**config.mk**
```make
export PLATFORM = sky130hd
export DESIGN_NAME = lcd_bus_scheduler
export DESIGN_NICKNAME = d
export VERILOG_FILES = /design/src/rtl/lcd_bus_scheduler.sv
export SDC_FILE = /design/constraint.sdc
export NUM_CORES = 1
export LEC_CHECK = 0
export BUFFER_PORTS_ARGS = -buffer_cell sky130_fd_sc_hd__buf_2
export CAP_MARGIN = 20
export CORE_MARGIN = 2
export CORE_UTILIZATION = 40
export DETAILED_ROUTE_END_ITERATION = 16
export GPL_TIMING_DRIVEN = 0
export MAX_ROUTING_LAYER = met4
export PLACE_DENSITY = 0.64
export SLEW_MARGIN = 15
export SYNTH_ARGS = -nofsm -noshare
export SYNTH_HDL_FRONTEND = slang
export SYNTH_SLANG_ARGS = --single-unit
```
**constraint.sdc**
```tcl
create_clock -name clk -period 4.3 [get_ports clk]
set_clock_uncertainty 0.05 [all_clocks]
set_input_delay 0.645 -clock clk [delete_from_list [all_inputs] [get_ports clk]]
set_output_delay 0.645 -clock clk [all_outputs]
set_load 0.1 [all_outputs]
```
**src/rtl/lcd_bus_scheduler.sv**
```systemverilog
// Two-requester scheduler for the shared 8-bit HD44780 LCD write bus.
// Requester 0 is the init/command sequencer and requester 1 is the
// character-write instruction. Each accepted byte becomes one write cycle:
// setup, E pulse, hold, then the command execution wait. Done is pulsed to
// the requester that owns the transfer.
//
// Handshake: a requester presents rs/data with reqN_valid and must hold them
// stable until the cycle in which reqN_valid && reqN_ready is seen at a
// rising clock edge. That edge is the accept. reqN_ready is combinational,
// is only high in IDLE, and is only ever high for the granted requester.
// Dropping valid before the accept withdraws the request with no side effect.
module lcd_bus_scheduler #(
  parameter int T_SETUP     = 2,
  parameter int T_PULSE     = 25,
  parameter int T_HOLD      = 2,
  parameter int T_EXEC      = 2000,
  parameter int T_EXEC_LONG = 82000,
  parameter int CNT_W       = 17
) (
  input  logic       clk,
  input  logic       reset,
  input  logic       req0_valid,
  input  logic       req0_rs,
  input  logic [7:0] req0_data,
  output logic       req0_ready,
  output logic       req0_done,
  input  logic       req1_valid,
  input  logic       req1_rs,
  input  logic [7:0] req1_data,
  output logic       req1_ready,
  output logic       req1_done,
  output logic       busy,
  output logic       lcd_en,
  output logic       lcd_rs,
  output logic       lcd_rw,
  output logic [7:0] lcd_data,
  output logic [2:0] dbg_state
);

  typedef enum logic [2:0] {
    S_IDLE  = 3'd0,
    S_SETUP = 3'd1,
    S_PULSE = 3'd2,
    S_HOLD  = 3'd3,
    S_EXEC  = 3'd4
  } state_t;

  // Counter reload values: each phase counts from (length - 1) down to 0.
  localparam logic [CNT_W-1:0] LD_SETUP     = CNT_W'(T_SETUP - 1);
  localparam logic [CNT_W-1:0] LD_PULSE     = CNT_W'(T_PULSE - 1);
  localparam logic [CNT_W-1:0] LD_HOLD      = CNT_W'(T_HOLD - 1);
  localparam logic [CNT_W-1:0] LD_EXEC      = CNT_W'(T_EXEC - 1);
  localparam logic [CNT_W-1:0] LD_EXEC_LONG = CNT_W'(T_EXEC_LONG - 1);

  state_t           state_q, state_d;
  logic [CNT_W-1:0] cnt_q, cnt_d;
  logic             last_owner_q;
  logic             owner_q;
  logic             lcd_en_q;
  logic             rs_q;
  logic [7:0]       data_q;

  logic             idle;
  logic             grant;
  logic             accept;
  logic             sel_rs;
  logic [7:0]       sel_data;
  logic             long_cmd;
  logic             cnt_zero;
  logic             done;

  assign idle     = (state_q == S_IDLE);
  assign cnt_zero = (cnt_q == '0);

  // Round-robin grant: a lone requester wins; on a tie the one that did not
  // own the previous transfer wins.
  always_comb begin
    grant = ~last_owner_q;
    if (req0_valid && !req1_valid) begin
      grant = 1'b0;
    end else if (req1_valid && !req0_valid) begin
      grant = 1'b1;
    end
  end

  assign req0_ready = idle && !grant;
  assign req1_ready = idle && grant;
  assign accept     = (req0_valid && req0_ready) || (req1_valid && req1_ready);
  assign sel_rs     = grant ? req1_rs : req0_rs;
  assign sel_data   = grant ? req1_data : req0_data;

  // Clear display (0x01) and return home (0x02/0x03) need the long wait.
  assign long_cmd = !rs_q && (data_q[7:2] == 6'd0) && (data_q[1:0] != 2'd0);

  // Next-state and counter reload for the write-cycle phases.
  always_comb begin
    state_d = state_q;
    cnt_d   = cnt_q;
    case (state_q)
      S_IDLE: begin
        if (accept) begin
          state_d = S_SETUP;
          cnt_d   = LD_SETUP;
        end
      end
      S_SETUP: begin
        if (cnt_zero) begin
          state_d = S_PULSE;
          cnt_d   = LD_PULSE;
        end else begin
          cnt_d = cnt_q - 1'b1;
        end
      end
      S_PULSE: begin
        if (cnt_zero) begin
          state_d = S_HOLD;
          cnt_d   = LD_HOLD;
        end else begin
          cnt_d = cnt_q - 1'b1;
        end
      end
      S_HOLD: begin
        if (cnt_zero) begin
          state_d = S_EXEC;
          cnt_d   = long_cmd ? LD_EXEC_LONG : LD_EXEC;
        end else begin
          cnt_d = cnt_q - 1'b1;
        end
      end
      S_EXEC: begin
        if (cnt_zero) begin
          state_d = S_IDLE;
          cnt_d   = '0;
        end else begin
          cnt_d = cnt_q - 1'b1;
        end
      end
      default: begin
        state_d = S_IDLE;
        cnt_d   = '0;
      end
    endcase
  end

  // FSM state, phase counter and registered E strobe.
  always_ff @(posedge clk or posedge reset) begin
    if (reset) begin
      state_q  <= S_IDLE;
      cnt_q    <= '0;
      lcd_en_q <= 1'b0;
    end else begin
      state_q  <= state_d;
      cnt_q    <= cnt_d;
      lcd_en_q <= (state_d == S_PULSE);
    end
  end

  // Latch the granted byte and owner on accept; the pins follow from the
  // next cycle and keep their value while idle.
  always_ff @(posedge clk or posedge reset) begin
    if (reset) begin
      last_owner_q <= 1'b1;
      owner_q      <= 1'b0;
      rs_q         <= 1'b0;
      data_q       <= 8'h00;
    end else if (accept) begin
      last_owner_q <= grant;
      owner_q      <= grant;
      rs_q         <= sel_rs;
      data_q       <= sel_data;
    end
  end

  assign done      = (state_q == S_EXEC) && cnt_zero;
  assign req0_done = done && !owner_q;
  assign req1_done = done && owner_q;
  assign busy      = !idle;
  assign lcd_en    = lcd_en_q;
  assign lcd_rs    = rs_q;
  assign lcd_rw    = 1'b0;
  assign lcd_data  = data_q;
  assign dbg_state = state_q;

endmodule

```
==> flow_summary.html <==
<table>
<tr><th>Metric</th><th>Value</th></tr>
<tr><th colspan="2">Outcome</th></tr>
<tr><td>Result of the run</td><td>finished, final reports clean</td></tr>
<tr><th colspan="2">Floorplanning</th></tr>
<tr><td>Starting utilization of the core area</td><td>0.419</td></tr>
<tr><td>Die W</td><td>74.6 µm</td></tr>
<tr><td>Number of ports placed on the die boundary</td><td>41</td></tr>
<tr><td>Floorplan row count</td><td>25</td></tr>
<tr><td>Overall die height</td><td>74.6 µm</td></tr>
<tr><td>Floorplan die area</td><td>5560 µm²</td></tr>
<tr><td>Core region area</td><td>4750 µm²</td></tr>
<tr><th colspan="2">Layout</th></tr>
<tr><td>Diode insertion count for antenna repair</td><td>0</td></tr>
<tr><td>Final-layout fill cell count</td><td>478</td></tr>
<tr><td>Syn-to-layout area delta</td><td>19.5%</td></tr>
<tr><td>FF/Latch Area</td><td>802 µm²</td></tr>
<tr><td>Fraction of final layout cells with drive strength greater than 1</td><td>0.254</td></tr>
<tr><td>Area of combinational cells with multiple inputs</td><td>1080 µm²</td></tr>
<tr><td>Number of nets at the end of the flow</td><td>302</td></tr>
<tr><th colspan="2">STA</th></tr>
<tr><td>Worst-case headroom to the max-slew limit</td><td>0.392</td></tr>
<tr><td>Maximum operating frequency</td><td>311 MHz</td></tr>
<tr><td>Period minus WS final</td><td>3.21 ns</td></tr>
<tr><td>RSZ-0062 raised after global routing</td><td>false</td></tr>
<tr><td># setup viols final</td><td>0</td></tr>
<tr><td>Final sum of negative setup slack</td><td>0 ns</td></tr>
<tr><td>Count of endpoints failing hold in the final timing report</td><td>0</td></tr>
<tr><td>Hold Slack</td><td>0.408 ns</td></tr>
<tr><td>Final Max Tran Viols</td><td>0</td></tr>
<tr><td>Worst-margin pin slew</td><td>0.904 ns</td></tr>
<tr><td>Tcrit/Tclk final</td><td>0.747</td></tr>
<tr><th colspan="2">Logic synthesis</th></tr>
<tr><td>Count of flip-flops with a built-in enable after synthesis</td><td>0</td></tr>
<tr><td>Share of async-settable or async-resettable flops after synthesis</td><td>1.00</td></tr>
<tr><td>Cells after Synth</td><td>232</td></tr>
<tr><td>Share of the synthesized area in the top cell type</td><td>0.389</td></tr>
<tr><td>Synthesis-stage register bit count</td><td>32</td></tr>
<tr><td>Sequential share of the synthesized area</td><td>0.403</td></tr>
<tr><td>Post-synth top flop</td><td>dfrtp_1</td></tr>
<tr><td>Syn_area_per_cell</td><td>8.59 µm²</td></tr>
<tr><td>Cell taking the most area after synthesis</td><td>dfrtp_1</td></tr>
<tr><td>Net count after synthesis</td><td>256</td></tr>
<tr><td>Synth warnings</td><td>0</td></tr>
<tr><td>Summed instance area of the synthesized netlist</td><td>1990 µm²</td></tr>
<tr><td>Leading post-synthesis cells by cell area</td><td>dfrtp_1, nand2_1, o21ai_0</td></tr>
<tr><td>Number of unique standard cell types used by synthesis</td><td>53</td></tr>
<tr><th colspan="2">Pwr</th></tr>
<tr><td>Internal power</td><td>0.000638 W</td></tr>
<tr><td>Power density over the cells</td><td>416 nW/µm²</td></tr>
<tr><td>Share of total power in combinational logic</td><td>0.283</td></tr>
<tr><td>Power share of the clock group</td><td>0.287</td></tr>
<tr><td>Power after layout</td><td>0.000991 W</td></tr>
<tr><td>Leakage component of the power</td><td>1.05 nW</td></tr>
<tr><td>Switching pwr</td><td>0.000353 W</td></tr>
<tr><td>IR Drop Worst-Case VDD</td><td>196 µV</td></tr>
<tr><td>Flop pwr share</td><td>0.430</td></tr>
<tr><td>Switch share</td><td>0.356</td></tr>
<tr><th colspan="2">Routing</th></tr>
<tr><td>Number of design rule violations left after detail routing</td><td>0</td></tr>
<tr><td>Initial DRT Pass Iterations</td><td>6</td></tr>
<tr><td>Highest routed metal layer</td><td>met4</td></tr>
<tr><td>Vias per Instance</td><td>5.39</td></tr>
<tr><td>ANT nets after route</td><td>0</td></tr>
<tr><td>Final routed wirelength across all metal layers</td><td>5.00 mm</td></tr>
<tr><td>Detail Route met3 WL</td><td>159 µm</td></tr>
<tr><td>Routed len/inst</td><td>14.4 µm</td></tr>
<tr><td>Wire length the detailed router placed on met1</td><td>2.43 mm</td></tr>
<tr><td>Total via count after detailed routing</td><td>1,865</td></tr>
<tr><td>Routed wl met2</td><td>2.33 mm</td></tr>
<tr><td>Number of violations reported at the end of detailed-routing iteration 0</td><td>103</td></tr>
<tr><th colspan="2">Global routing</th></tr>
<tr><td>Overflow after GRT</td><td>0</td></tr>
<tr><td>Vias in the first global route</td><td>1,690</td></tr>
<tr><td>Pin count of the biggest net entering global routing</td><td>33</td></tr>
<tr><td>Overall Global Routing Usage</td><td>0.198</td></tr>
<tr><td>First-pass GRT wire length</td><td>7.98 mm</td></tr>
<tr><td>Antenna violations before repair</td><td>0</td></tr>
<tr><th colspan="2">Clock network</th></tr>
<tr><td>TritonCTS clock tree</td><td>built</td></tr>
<tr><td>Deepest level of the CTS H-tree</td><td>2</td></tr>
<tr><td>Largest buffer count on any clock path</td><td>2</td></tr>
<tr><td>Post-CTS setup-driven buffer insertion count</td><td>0</td></tr>
<tr><td>Inserted Clock Buffers</td><td>5</td></tr>
<tr><td>Post-cts gate resize count</td><td>0</td></tr>
<tr><td># hold bufs at CTS</td><td>0</td></tr>
<tr><td># clock sinks</td><td>32</td></tr>
<tr><td>CTS Root Buffer Type</td><td>clkbuf_8</td></tr>
<tr><td>Clock network latency to the later pin of the worst-skew pair</td><td>0.29 ns</td></tr>
<tr><td>Clock transition at the register clock pins on the worst setup and hold paths after CTS</td><td>0.07 ns</td></tr>
<tr><th colspan="2">Place</th></tr>
<tr><td>Sum of net half-perimeters after detailed placement</td><td>3.57 mm</td></tr>
<tr><td>GPL Wtd Cong</td><td>0.821</td></tr>
<tr><td>Number of I/O port buffers</td><td>39</td></tr>
<tr><th colspan="2">Setup path</th></tr>
<tr><td>Number of cells on the worst reg-to-reg path</td><td>6</td></tr>
<tr><td>Slowest CP cell</td><td>or4_4</td></tr>
<tr><td>Type of the worst setup path</td><td>flop to output pin</td></tr>
<tr><td>Slowest cell delay on critical path</td><td>0.58 ns</td></tr>
<tr><td>Crit path capture type</td><td>output pin</td></tr>
<tr><td>Nature of the critical path startpoint</td><td>flop</td></tr>
<tr><td>Critical path data arrival time</td><td>2.52 ns</td></tr>
<tr><td>Worst-path maximum fanout</td><td>8</td></tr>
<tr><td>Cell-by-cell trace of the critical path</td><td>buf_4, or4_4, nor3_4, nand2_1, nor3_1, buf_2</td></tr>
<tr><td>Critical path required time</td><td>3.61 ns</td></tr>
<tr><th colspan="2">Hold path</th></tr>
<tr><td>Min-delay worst type</td><td>primary input to async pin</td></tr>
<tr><th colspan="2">Flow run</th></tr>
<tr><td>Max Cap Violations</td><td>0</td></tr>
</table>
-- cells in the mapped netlist, drive strengths merged, types with 2 or more instances --
library cell	number
nand3	6
ha	2
or4	5
nor2	16
nand4	2
a211oi	2
nor4	10
mux2i	9
o221ai	2
o21ai	25
o31ai	2
clkbuf	5
nand2	33
or3	3
and2	4
o21a	3
a21oi	14
inv	9
buf	7
o211ai	3
a21o	2
a31oi	3
dfrtp	31
o41ai	3
nor3	13
-- worst paths after layout --
kind | slack [ns] | to | start
min reg2reg | 0.45 | lcd_data[6]$_DFFE_PP0P_ | lcd_data[6]$_DFFE_PP0P_
max in group asynchronous | 3.35 | cnt_q[6]$_DFFE_PP0P_ | reset
min | 0.41 | lcd_rs$_DFFE_PP0P_ | reset
min in group clk | 0.45 | lcd_data[6]$_DFFE_PP0P_ | lcd_data[6]$_DFFE_PP0P_
max | 1.09 | req0_done | cnt_q[5]$_DFFE_PP0P_
max reg2reg | 1.66 | cnt_q[4]$_DFFE_PP0P_ | dbg_state[1]$_DFF_PP0_
-- state kept, by name (all words and copies together) (netlist names) --
| signal | count |
|---|---|
| lcd_rs | 1 |
| last_owner_q | 1 |
| lcd_data | 8 |
| dbg_state | 3 |
| cnt_q | 17 |
| lcd_en | 1 |
| owner_q | 1 |
-- kinds of logic (layout without fill, tap and decap cells) --
kind of cell | count (synthesis) | count (layout) | share of synthesized area
mux | 9 | 9 | 0.0452
fa+ha+maj | 3 | 3 | 0.0176
buf+inv | 21 | 68 | 0.0540
flops | 32 | 32 | 0.403
simple gates | 99 | 99 | 0.265
compound gates | 66 | 66 | 0.209
other cells | 1 | 1 | 0.00188
xor+xnor | 1 | 1 | 0.00440
-- through the flow --
| stage | setup WS (ns) | area (µm²) | util | cells |
|---|---|---|---|---|
| CTS | 1.08 | 2380 | 0.501 | 346 |
| detailed placement | 1.40 | 2270 | 0.478 | 338 |
| floorplan | 0.0158 | 1990 | - | 232 |
| finish | 1.09 | 2380 | 0.501 | 346 |
| global route | 0.916 | 2380 | 0.501 | 346 |
| global placement | 1.41 | 2270 | 0.478 | 338 |
-- power by group through the flow --
stage          Sequential [W]  Clock, W  Combinational [W]
3_3_place_gp         0.000426         0           0.000273
5_1_grt              0.000434  0.000305           0.000312
4_1_cts              0.000423  0.000293           0.000281
6_report             0.000426  0.000285           0.000281
3_5_place_dp         0.000428         0           0.000278
2_1_floorplan        0.000449         0           0.000190
-- area by class of cell --
cell class,instances,area share
Tap cell,67,0.0352
Sequential cell,32,0.337
Inverter,9,0.0142
Clock buffer,6,0.0305
Buffer,12,0.0310
Clock inverter,2,0.0147
Timing Repair Buffer,39,0.0820
Multi-Input combinational cell,179,0.456
-- layout by cell type, fill, tap and decap left out, types with 4 or more instances in the layout --
cell type and instances:
buf_2 42, clkbuf_8 6, dfrtp_1 31, a21oi_1 14, buf_4 4, inv_1 8
nor2_1 15, nand2_1 33, mux2i_1 9, o21ai_0 20, nor4_1 9, clkbuf_1 5
nand3_1 6, o21ai_1 4, nor3_1 11, and2_1 4
-- worst max-delay path: cells and delay by family (launching register included) --
kind          cells  cell delay (ns)
simple gates      4             1.27
buf+inv           2             0.60
flops             1             0.36
-- routing by layer --
metal | track usage | up-vias
met5 | - | -
met4 | 0.0734 | 0
met3 | 0.0461 | 4
met1 | 0.261 | 881
li1 | - | 946
met2 | 0.297 | 34
Note: power is estimated with default switching activity, not from simulation.
